$ cat config.mk
export PLATFORM = sky130hd
export DESIGN_NAME = ltc2308_emulator
export DESIGN_NICKNAME = d
export VERILOG_FILES = /design/src/rtl/ltc2308_emulator.sv
export SDC_FILE = /design/constraint.sdc
export NUM_CORES = 1
export LEC_CHECK = 0
export ABC_AREA = 0
export CAP_MARGIN = 40
export CORE_MARGIN = 3
export CORE_UTILIZATION = 55
export DETAILED_ROUTE_END_ITERATION = 12
export GPL_TIMING_DRIVEN = 0
export PLACE_DENSITY = 0.87
export SLEW_MARGIN = 20
export SYNTH_ARGS = -nofsm -noshare
export SYNTH_HDL_FRONTEND = slang
export SYNTH_SLANG_ARGS = --single-unit
$ cat constraint.sdc
create_clock -name clk_clk -period 7.75 [get_ports clk_clk]
set_input_delay 1.55 -clock clk_clk [delete_from_list [all_inputs] [get_ports clk_clk]]
set_output_delay 1.55 -clock clk_clk [all_outputs]
set_load 0.01 [all_outputs]
$ cat src/rtl/ltc2308_emulator.sv
// LTC2308 ADC responder: answers the controller's CONVST/SCK/SDI handshake
// with 12-bit codes derived from a parallel bank of eight channel values.
module ltc2308_emulator #(
  parameter int unsigned CONV_CYCLES = 80,
  parameter int unsigned DATA_BITS   = 12,
  parameter int unsigned CFG_BITS    = 6
) (
  input  logic                     clk_clk,
  input  logic                     reset_reset_n,
  input  logic                     convst,
  input  logic                     sck,
  input  logic                     sdi,
  output logic                     sdo,
  input  logic [8*DATA_BITS-1:0]   ch_data,
  output logic                     busy,
  output logic [CFG_BITS-1:0]      last_cfg,
  output logic [15:0]              frame_count,
  output logic                     protocol_err
);

  localparam int unsigned CNT_W     = $clog2(CONV_CYCLES + 1);
  localparam int unsigned BIT_W     = $clog2(DATA_BITS);
  localparam int unsigned CFG_CNT_W = $clog2(CFG_BITS + 1);
  localparam logic [CFG_BITS-1:0] CFG_RESET = 6'b100010;

  typedef enum logic [1:0] {
    S_IDLE,
    S_CONVERT,
    S_READY,
    S_SHIFT
  } state_t;

  state_t r_state;
  state_t w_state_nxt;

  logic [2:0]            r_convst_sync;
  logic [2:0]            r_sck_sync;
  logic [1:0]            r_sdi_sync;
  logic [CNT_W-1:0]      r_conv_cnt;
  logic [BIT_W-1:0]      r_bit_cnt;
  logic [CFG_CNT_W-1:0]  r_cfg_cnt;
  logic [CFG_BITS-1:0]   r_cfg_sr;
  logic [CFG_BITS-1:0]   r_cfg;
  logic [DATA_BITS-1:0]  r_result;
  logic                  r_sdo;
  logic                  r_busy;
  logic [15:0]           r_frame_count;
  logic                  r_protocol_err;

  logic w_convst_rise;
  logic w_convst_lvl;
  logic w_sck_rise;
  logic w_sck_fall;
  logic w_sdi;
  logic w_conv_done;
  logic w_last_bit;
  logic w_cfg_full;
  logic w_frame_done;
  logic w_abort;
  logic w_start;
  logic w_commit;
  logic w_err;

  logic                  w_sd, w_os, w_s1, w_s0, w_uni;
  logic [2:0]            w_sel;
  logic [DATA_BITS-1:0]  w_ch [8];
  logic [DATA_BITS-1:0]  w_ch_a;
  logic [DATA_BITS-1:0]  w_ch_b;
  logic signed [DATA_BITS:0] w_diff;
  logic [DATA_BITS-1:0]  w_code;

  // Two-flop synchronizers; the third flop on convst/sck provides edge detection.
  always_ff @(posedge clk_clk or negedge reset_reset_n) begin
    if (!reset_reset_n) begin
      r_convst_sync <= '0;
      r_sck_sync    <= '0;
      r_sdi_sync    <= '0;
    end else begin
      r_convst_sync <= {r_convst_sync[1:0], convst};
      r_sck_sync    <= {r_sck_sync[1:0], sck};
      r_sdi_sync    <= {r_sdi_sync[0], sdi};
    end
  end

  assign w_convst_rise = r_convst_sync[1] & ~r_convst_sync[2];
  assign w_convst_lvl  = r_convst_sync[1];
  assign w_sck_rise    = r_sck_sync[1] & ~r_sck_sync[2];
  assign w_sck_fall    = ~r_sck_sync[1] & r_sck_sync[2];
  assign w_sdi         = r_sdi_sync[1];

  assign w_conv_done  = (r_conv_cnt <= CNT_W'(1));
  assign w_last_bit   = (r_bit_cnt == BIT_W'(DATA_BITS - 1));
  assign w_cfg_full   = (r_cfg_cnt == CFG_CNT_W'(CFG_BITS));
  assign w_frame_done = (r_state == S_SHIFT) && !w_convst_rise && w_sck_fall && w_last_bit;
  assign w_abort      = (r_state == S_SHIFT) && w_convst_rise;
  assign w_start      = ((r_state == S_IDLE) && w_convst_rise) || w_abort;
  // A complete config word is committed whether the frame ends normally or is
  // aborted; the restarted conversion then already uses it.
  assign w_commit     = (w_frame_done || w_abort) && w_cfg_full;
  assign w_err        = ((r_state == S_CONVERT) && (w_convst_rise || w_sck_rise || w_sck_fall))
                        || w_abort;

  // State register.
  always_ff @(posedge clk_clk or negedge reset_reset_n) begin
    if (!reset_reset_n) r_state <= S_IDLE;
    else                r_state <= w_state_nxt;
  end

  // Next-state decode.
  always_comb begin
    w_state_nxt = r_state;
    case (r_state)
      S_IDLE:    if (w_convst_rise) w_state_nxt = S_CONVERT;
      S_CONVERT: if (w_conv_done)   w_state_nxt = S_READY;
      S_READY:   if (!w_convst_lvl) w_state_nxt = S_SHIFT;
      S_SHIFT: begin
        if (w_abort)           w_state_nxt = S_CONVERT;
        else if (w_frame_done) w_state_nxt = S_IDLE;
      end
      default:   w_state_nxt = S_IDLE;
    endcase
  end

  // Result code for the config that will be in force at conversion start.
  always_comb begin
    w_sd  = w_commit ? r_cfg_sr[5] : r_cfg[5];
    w_os  = w_commit ? r_cfg_sr[4] : r_cfg[4];
    w_s1  = w_commit ? r_cfg_sr[3] : r_cfg[3];
    w_s0  = w_commit ? r_cfg_sr[2] : r_cfg[2];
    w_uni = w_commit ? r_cfg_sr[1] : r_cfg[1];
    for (int unsigned n = 0; n < 8; n++) begin
      w_ch[n] = ch_data[n*DATA_BITS +: DATA_BITS];
    end
    w_sel  = {w_s1, w_s0, w_os};
    w_ch_a = w_ch[w_sel];
    w_ch_b = w_ch[w_sel ^ 3'b001];
    w_diff = $signed({1'b0, w_ch_a}) - $signed({1'b0, w_ch_b});
    w_code = '0;
    if (w_sd) begin
      w_code = w_uni ? w_ch_a : {~w_ch_a[DATA_BITS-1], w_ch_a[DATA_BITS-2:0]};
    end else if (w_uni) begin
      w_code = w_diff[DATA_BITS] ? '0 : w_diff[DATA_BITS-1:0];
    end else if (w_diff[DATA_BITS] != w_diff[DATA_BITS-1]) begin
      // Sign and top bit disagree: saturate to the signed range.
      w_code = {w_diff[DATA_BITS], {(DATA_BITS-1){~w_diff[DATA_BITS]}}};
    end else begin
      w_code = w_diff[DATA_BITS-1:0];
    end
  end

  // Conversion timer, serial shifting, config capture and status outputs.
  always_ff @(posedge clk_clk or negedge reset_reset_n) begin
    if (!reset_reset_n) begin
      r_conv_cnt     <= '0;
      r_bit_cnt      <= '0;
      r_cfg_cnt      <= '0;
      r_cfg_sr       <= '0;
      r_cfg          <= CFG_RESET;
      r_result       <= '0;
      r_sdo          <= 1'b0;
      r_busy         <= 1'b0;
      r_frame_count  <= '0;
      r_protocol_err <= 1'b0;
    end else begin
      r_protocol_err <= w_err;
      if (w_commit) r_cfg <= r_cfg_sr;
      if (w_start) begin
        r_result   <= w_code;
        r_conv_cnt <= CNT_W'(CONV_CYCLES);
        r_busy     <= 1'b1;
        r_sdo      <= 1'b0;
      end else begin
        case (r_state)
          S_CONVERT: begin
            r_sdo <= 1'b0;
            if (w_conv_done) begin
              r_busy     <= 1'b0;
              r_conv_cnt <= '0;
            end else begin
              r_conv_cnt <= r_conv_cnt - CNT_W'(1);
            end
          end
          S_READY: begin
            if (!w_convst_lvl) begin
              r_sdo     <= r_result[DATA_BITS-1];
              r_bit_cnt <= '0;
              r_cfg_cnt <= '0;
            end
          end
          S_SHIFT: begin
            if (w_sck_rise && (r_cfg_cnt < CFG_CNT_W'(CFG_BITS))) begin
              r_cfg_sr  <= {r_cfg_sr[CFG_BITS-2:0], w_sdi};
              r_cfg_cnt <= r_cfg_cnt + CFG_CNT_W'(1);
            end
            if (w_sck_fall) begin
              if (w_last_bit) begin
                r_sdo         <= 1'b0;
                r_frame_count <= r_frame_count + 16'd1;
              end else begin
                r_sdo     <= r_result[DATA_BITS-2];
                r_result  <= r_result << 1;
                r_bit_cnt <= r_bit_cnt + BIT_W'(1);
              end
            end
          end
          default: r_sdo <= 1'b0;
        endcase
      end
    end
  end

  assign sdo          = r_sdo;
  assign busy         = r_busy;
  assign last_cfg     = r_cfg;
  assign frame_count  = r_frame_count;
  assign protocol_err = r_protocol_err;

endmodule

==> results.txt <==
----------------------------------------------------
[Detailed routing]
  TritonRoute pass-1 iters ... 5
  Detail-routed net length per standard cell ... 17.63 um
  Routed length on met1 ... 5956 um
  Total number of vias ... 5224
  Average via count per standard cell ... 6.146
  DRC marker count from the first detailed-route iteration ... 419
  Total met3 wirelength after detailed routing ... 845 um
  DRC errors left ... 0
  Routed length on met2 ... 7906 um
  Routed wire length ... 14980 um
  DRT antenna net count ... 0
  DR top layer ... met4

[Setup path]
  Required time at the endpoint of the critical path ... 7980 ps
  Worst setup path class ... register to register
  Startpoint type of the worst setup path ... register
  Endpoint kind of the worst setup timing path ... register
  Endpoint arrival time on the critical path ... 6330 ps
  Worst-path maximum fanout ... 10

[Clocking]
  Number of H-tree levels ... 3
  Longest Clk Path Bufs ... 2
  PostCTS Resize Cnt ... 0
  Clock input transition at the sequential cells of the worst setup and hold paths ... 90 ps
  CTS Hold Bufs ... 0
  Number of buffers inserted to repair setup after CTS ... 0
  CTS tree ... built
  Buffer cell driving the clock tree root ... sky130_fd_sc_hd__clkbuf_8
  Number of buffers added by the clock tree synthesis step ... 9
  Later-pin clock latency in the skew report ... 350 ps
  Clock Sink Count ... 67

[Power and ir drop]
  Lkg Pwr ... 0.003087 uW
  Power consumption ... 1266 uW
  Worst voltage drop across the vdd grid ... 108.6 uV
  Power per standard cell area ... 183.9 nW/um^2

[Floorplanning]
  Core Area ... 9240 um^2
  Count of standard-cell rows ... 35
  Top-level I/O count ... 126
  Die outline area ... 10740 um^2
  Height of the chip ... 103.7 um
  Initial standard-cell utilization of the core ... 56.76%
  Width of the die ... 103.7 um

[Timing]
  Fraction of the cycle the final worst path needs ... 78.71%
  Final worst slack ... 1650 ps
  Final setup skew ... 16.15 ps
  Unrepaired setup endpoints after global routing ... no
  Post-Route Setup TNS ... 0 ps
  Count of final setup violators ... 0
  Maximum operating frequency ... 163.9 MHz
  Number of hold-slack violations in the final timing report ... 0
  Number of pins exceeding their max-slew limit in the final report ... 0
  Time the final worst path needs with I/O delays and setup ... 6100 ps
  Worst-margin pin slew ... 763.5 ps
  Worst slew slack as a fraction of its limit ... 48.91%

[Layout]
  Layout net count ... 841
  Sequential cell area ... 1679 um^2
  Final Non-Filler Cells ... 850
  Share of layout cells above drive strength 1 ... 9.431%
  Post-synthesis to final-layout area growth ... 31.23%
  Fillcell total ... 681
  Final instance area ... 6883 um^2
  Number of inserted diodes ... 0
  Footprint of the multi-input gates ... 3323 um^2

[Place]
  Routability cong. ... 0.8981
  Placed cell areas ... 6683 um^2
  Number of buffers added on ports ... 125
  HPWL reported at the end of detailed placement ... 11850 um
  Placed cell count ... 834
  Worst-case setup slack after placement ... 1824 ps

[Synthesis]
  Synth unique cells ... 71
  Netlist area before placement ... 5245 um^2
  Main flop type after synthesis ... sky130_fd_sc_hd__dfrtp_1
  Number of register bits inferred by synthesis ... 67
  Synth Net Count ... 704
  Average cell area after synthesis ... 9.059 um^2
  Post-synth EDFFs ... 0
  Fraction of registers with async set/reset ... 100.0%
  Sequential area share after synthesis ... 32.01%
  YS warnings ... 0
  Post-synthesis cell count ... 579

[Status]
  Result of the run ... completed

[Worst hold path]
  Worst min-delay path category ... register to register

[GRT]
  Via count of the first global-routing pass ... 5283
  Overflow after GRT ... 0
  Wire length of the first global-routing pass ... 25020 um
  Overall Global Routing Usage ... 27.76%
  Antenna violations before repair ... 0
  Largest net degree at the start of global routing ... 54

[Run]
  Maxcap violations ... 0

----------------------------------------------------
==> cell usage in the layout, fill, tap and decap left out, types with 3 or more instances in the layout <==
cell type	synthesis	final
sky130_fd_sc_hd__o31ai_1	6	6
sky130_fd_sc_hd__a221oi_1	4	4
sky130_fd_sc_hd__or3_1	3	3
sky130_fd_sc_hd__a311o_1	7	7
sky130_fd_sc_hd__mux2_2	13	13
sky130_fd_sc_hd__nand2b_1	3	3
sky130_fd_sc_hd__clkbuf_1	13	13
sky130_fd_sc_hd__a21boi_0	3	3
sky130_fd_sc_hd__buf_2	5	5
sky130_fd_sc_hd__a31o_2	5	5
sky130_fd_sc_hd__a221oi_2	6	6
sky130_fd_sc_hd__a31oi_1	9	9
sky130_fd_sc_hd__a311oi_1	3	3
sky130_fd_sc_hd__dfrtp_1	65	65
sky130_fd_sc_hd__mux2i_1	54	54
sky130_fd_sc_hd__nor2b_1	4	4
sky130_fd_sc_hd__nand3_1	17	17
sky130_fd_sc_hd__a22o_1	14	14
sky130_fd_sc_hd__and4_1	6	6
sky130_fd_sc_hd__inv_1	14	14
sky130_fd_sc_hd__o21ai_0	16	16
sky130_fd_sc_hd__clkdlybuf4s50_1	0	124
sky130_fd_sc_hd__nand4_1	7	7
sky130_fd_sc_hd__and2_1	3	3
sky130_fd_sc_hd__buf_6	4	4
sky130_fd_sc_hd__xor2_1	4	4
sky130_fd_sc_hd__and3b_1	3	3
sky130_fd_sc_hd__o21a_1	9	9
sky130_fd_sc_hd__clkbuf_8	0	9
sky130_fd_sc_hd__xnor2_1	21	21
sky130_fd_sc_hd__a21o_1	5	5
sky130_fd_sc_hd__nor3_1	11	11
sky130_fd_sc_hd__nor2_1	33	33
sky130_fd_sc_hd__inv_6	1	4
sky130_fd_sc_hd__and3_1	17	17
sky130_fd_sc_hd__ha_1	23	23
sky130_fd_sc_hd__nand3b_1	4	4
sky130_fd_sc_hd__a21oi_1	22	22
sky130_fd_sc_hd__inv_8	0	3
sky130_fd_sc_hd__nand2_1	98	98
==> kinds of logic (layout without fill, tap and decap cells) <==
| family | Yosys count | after routing | share of synthesized area (%) |
|---|---|---|---|
| adders and majority gates | 24 | 24 | 5.868 |
| muxes | 69 | 69 | 13.62 |
| DFF | 67 | 67 | 32.01 |
| and+or+nand+nor | 214 | 214 | 19.63 |
| AOI/OAI and AO/OA | 137 | 137 | 20.06 |
| buffers and inverters | 43 | 185 | 4.628 |
| xor gates and xnor gates | 25 | 25 | 4.175 |
==> area by class of cell <==
cell class              count  share of cell area (%)
clock inverters             7                   1.109
well taps                 129                   2.345
inverters                  16                  0.9453
multi-input cells         469                   48.28
plain buffers              27                   2.581
repair buffers            126                   18.54
clock buffers               9                   1.800
flip-flops and latches     67                   24.40
==> stage by stage <==
step | hold slack, ps | utilization [%]
6_report | 356.3 | 74.49
5_1_grt | 354.6 | 74.49
4_1_cts | 354.3 | 74.49
3_5_place_dp | 339.7 | 72.32
3_3_place_gp | 335.8 | 72.05
2_1_floorplan | 331.2 | -
==> worst paths after layout <==
check | cells past startpoint | slack (ps) | end | startpoint
worst min-delay path | 0 | 360 | r_convst_sync[1] | r_convst_sync[0]
worst min register to register | 0 | 360 | r_convst_sync[1] | r_convst_sync[0]
min in group asynchronous | 1 | 1040 | r_conv_cnt[4] | reset_reset_n
max in group asynchronous | 2 | 6130 | last_cfg[1] | reset_reset_n
worst max-delay path | 25 | 1650 | r_result[8] | r_state[0]
worst max register to register | 25 | 1650 | r_result[8] | r_state[0]
==> metal layers <==
metal | vias up | GRT usage, %
li1 | 2427 | -
met1 | 2521 | 33.44
met2 | 244 | 50.61
met3 | 32 | 4.174
met4 | 0 | 9.307
met5 | - | 0
==> critical path, cell delays in order, from the launching register on <==
cell	delay, ps
sky130_fd_sc_hd__dfrtp_1	430
sky130_fd_sc_hd__ha_1	250
sky130_fd_sc_hd__buf_4	180
sky130_fd_sc_hd__nand3b_1	150
sky130_fd_sc_hd__o211ai_1	120
sky130_fd_sc_hd__and3_1	190
sky130_fd_sc_hd__buf_6	150
sky130_fd_sc_hd__inv_2	140
sky130_fd_sc_hd__clkbuf_1	480
sky130_fd_sc_hd__clkbuf_1	460
sky130_fd_sc_hd__nand2_1	120
sky130_fd_sc_hd__a31oi_1	380
sky130_fd_sc_hd__ha_1	310
sky130_fd_sc_hd__nor2b_1	150
sky130_fd_sc_hd__o2111ai_1	230
sky130_fd_sc_hd__nand4_1	170
sky130_fd_sc_hd__a41o_1	290
sky130_fd_sc_hd__a21o_1	190
sky130_fd_sc_hd__a21oi_1	170
sky130_fd_sc_hd__xnor2_1	140
sky130_fd_sc_hd__ha_1	280
sky130_fd_sc_hd__and3_1	180
sky130_fd_sc_hd__o211a_1	200
sky130_fd_sc_hd__buf_2	180
sky130_fd_sc_hd__o21a_1	130
sky130_fd_sc_hd__a311o_1	320
==> power by group <==
group	internal (uW)	total [uW]	leakage (uW)	switching, uW
clock network	129	299	0.000103	170
logic	235	477	0.00212	241
registers	426	490	0.000860	63.7
==> cells in the mapped netlist (4+ instances only) <==
cell type	n	area (um^2)
sky130_fd_sc_hd__a221oi_1	4	35.03
sky130_fd_sc_hd__a311o_1	7	70.07
sky130_fd_sc_hd__xnor2_1	21	183.9
sky130_fd_sc_hd__nor2b_1	4	25.02
sky130_fd_sc_hd__o21a_1	9	67.56
sky130_fd_sc_hd__nand2_1	98	367.9
sky130_fd_sc_hd__nand3b_1	4	30.03
sky130_fd_sc_hd__a21o_1	5	37.54
sky130_fd_sc_hd__buf_6	4	45.04
sky130_fd_sc_hd__mux2_2	13	146.4
sky130_fd_sc_hd__and4_1	6	52.55
sky130_fd_sc_hd__inv_1	14	52.55
sky130_fd_sc_hd__o31ai_1	6	45.04
sky130_fd_sc_hd__buf_2	5	25.02
sky130_fd_sc_hd__ha_1	23	287.8
sky130_fd_sc_hd__clkbuf_1	13	48.80
sky130_fd_sc_hd__nor2_1	33	123.9
sky130_fd_sc_hd__xor2_1	4	35.03
sky130_fd_sc_hd__and3_1	17	106.4
sky130_fd_sc_hd__nand3_1	17	85.08
sky130_fd_sc_hd__a31o_2	5	43.79
sky130_fd_sc_hd__o21ai_0	16	80.08
sky130_fd_sc_hd__mux2i_1	54	540.5
sky130_fd_sc_hd__nor3_1	11	55.05
sky130_fd_sc_hd__dfrtp_1	65	1627
sky130_fd_sc_hd__a21oi_1	22	110.1
sky130_fd_sc_hd__a221oi_2	6	90.09
sky130_fd_sc_hd__a22o_1	14	122.6
sky130_fd_sc_hd__a31oi_1	9	56.30
sky130_fd_sc_hd__nand4_1	7	43.79
==> state kept, by name, indices dropped and copies added (netlist names), 3 cells and up <==
signal         count
r_result          12
r_sck_sync         3
frame_count       16
r_cfg_sr           6
r_convst_sync      3
r_bit_cnt          4
r_cfg_cnt          3
r_conv_cnt         7
last_cfg           6
Note: power is estimated with default switching activity, not from simulation.
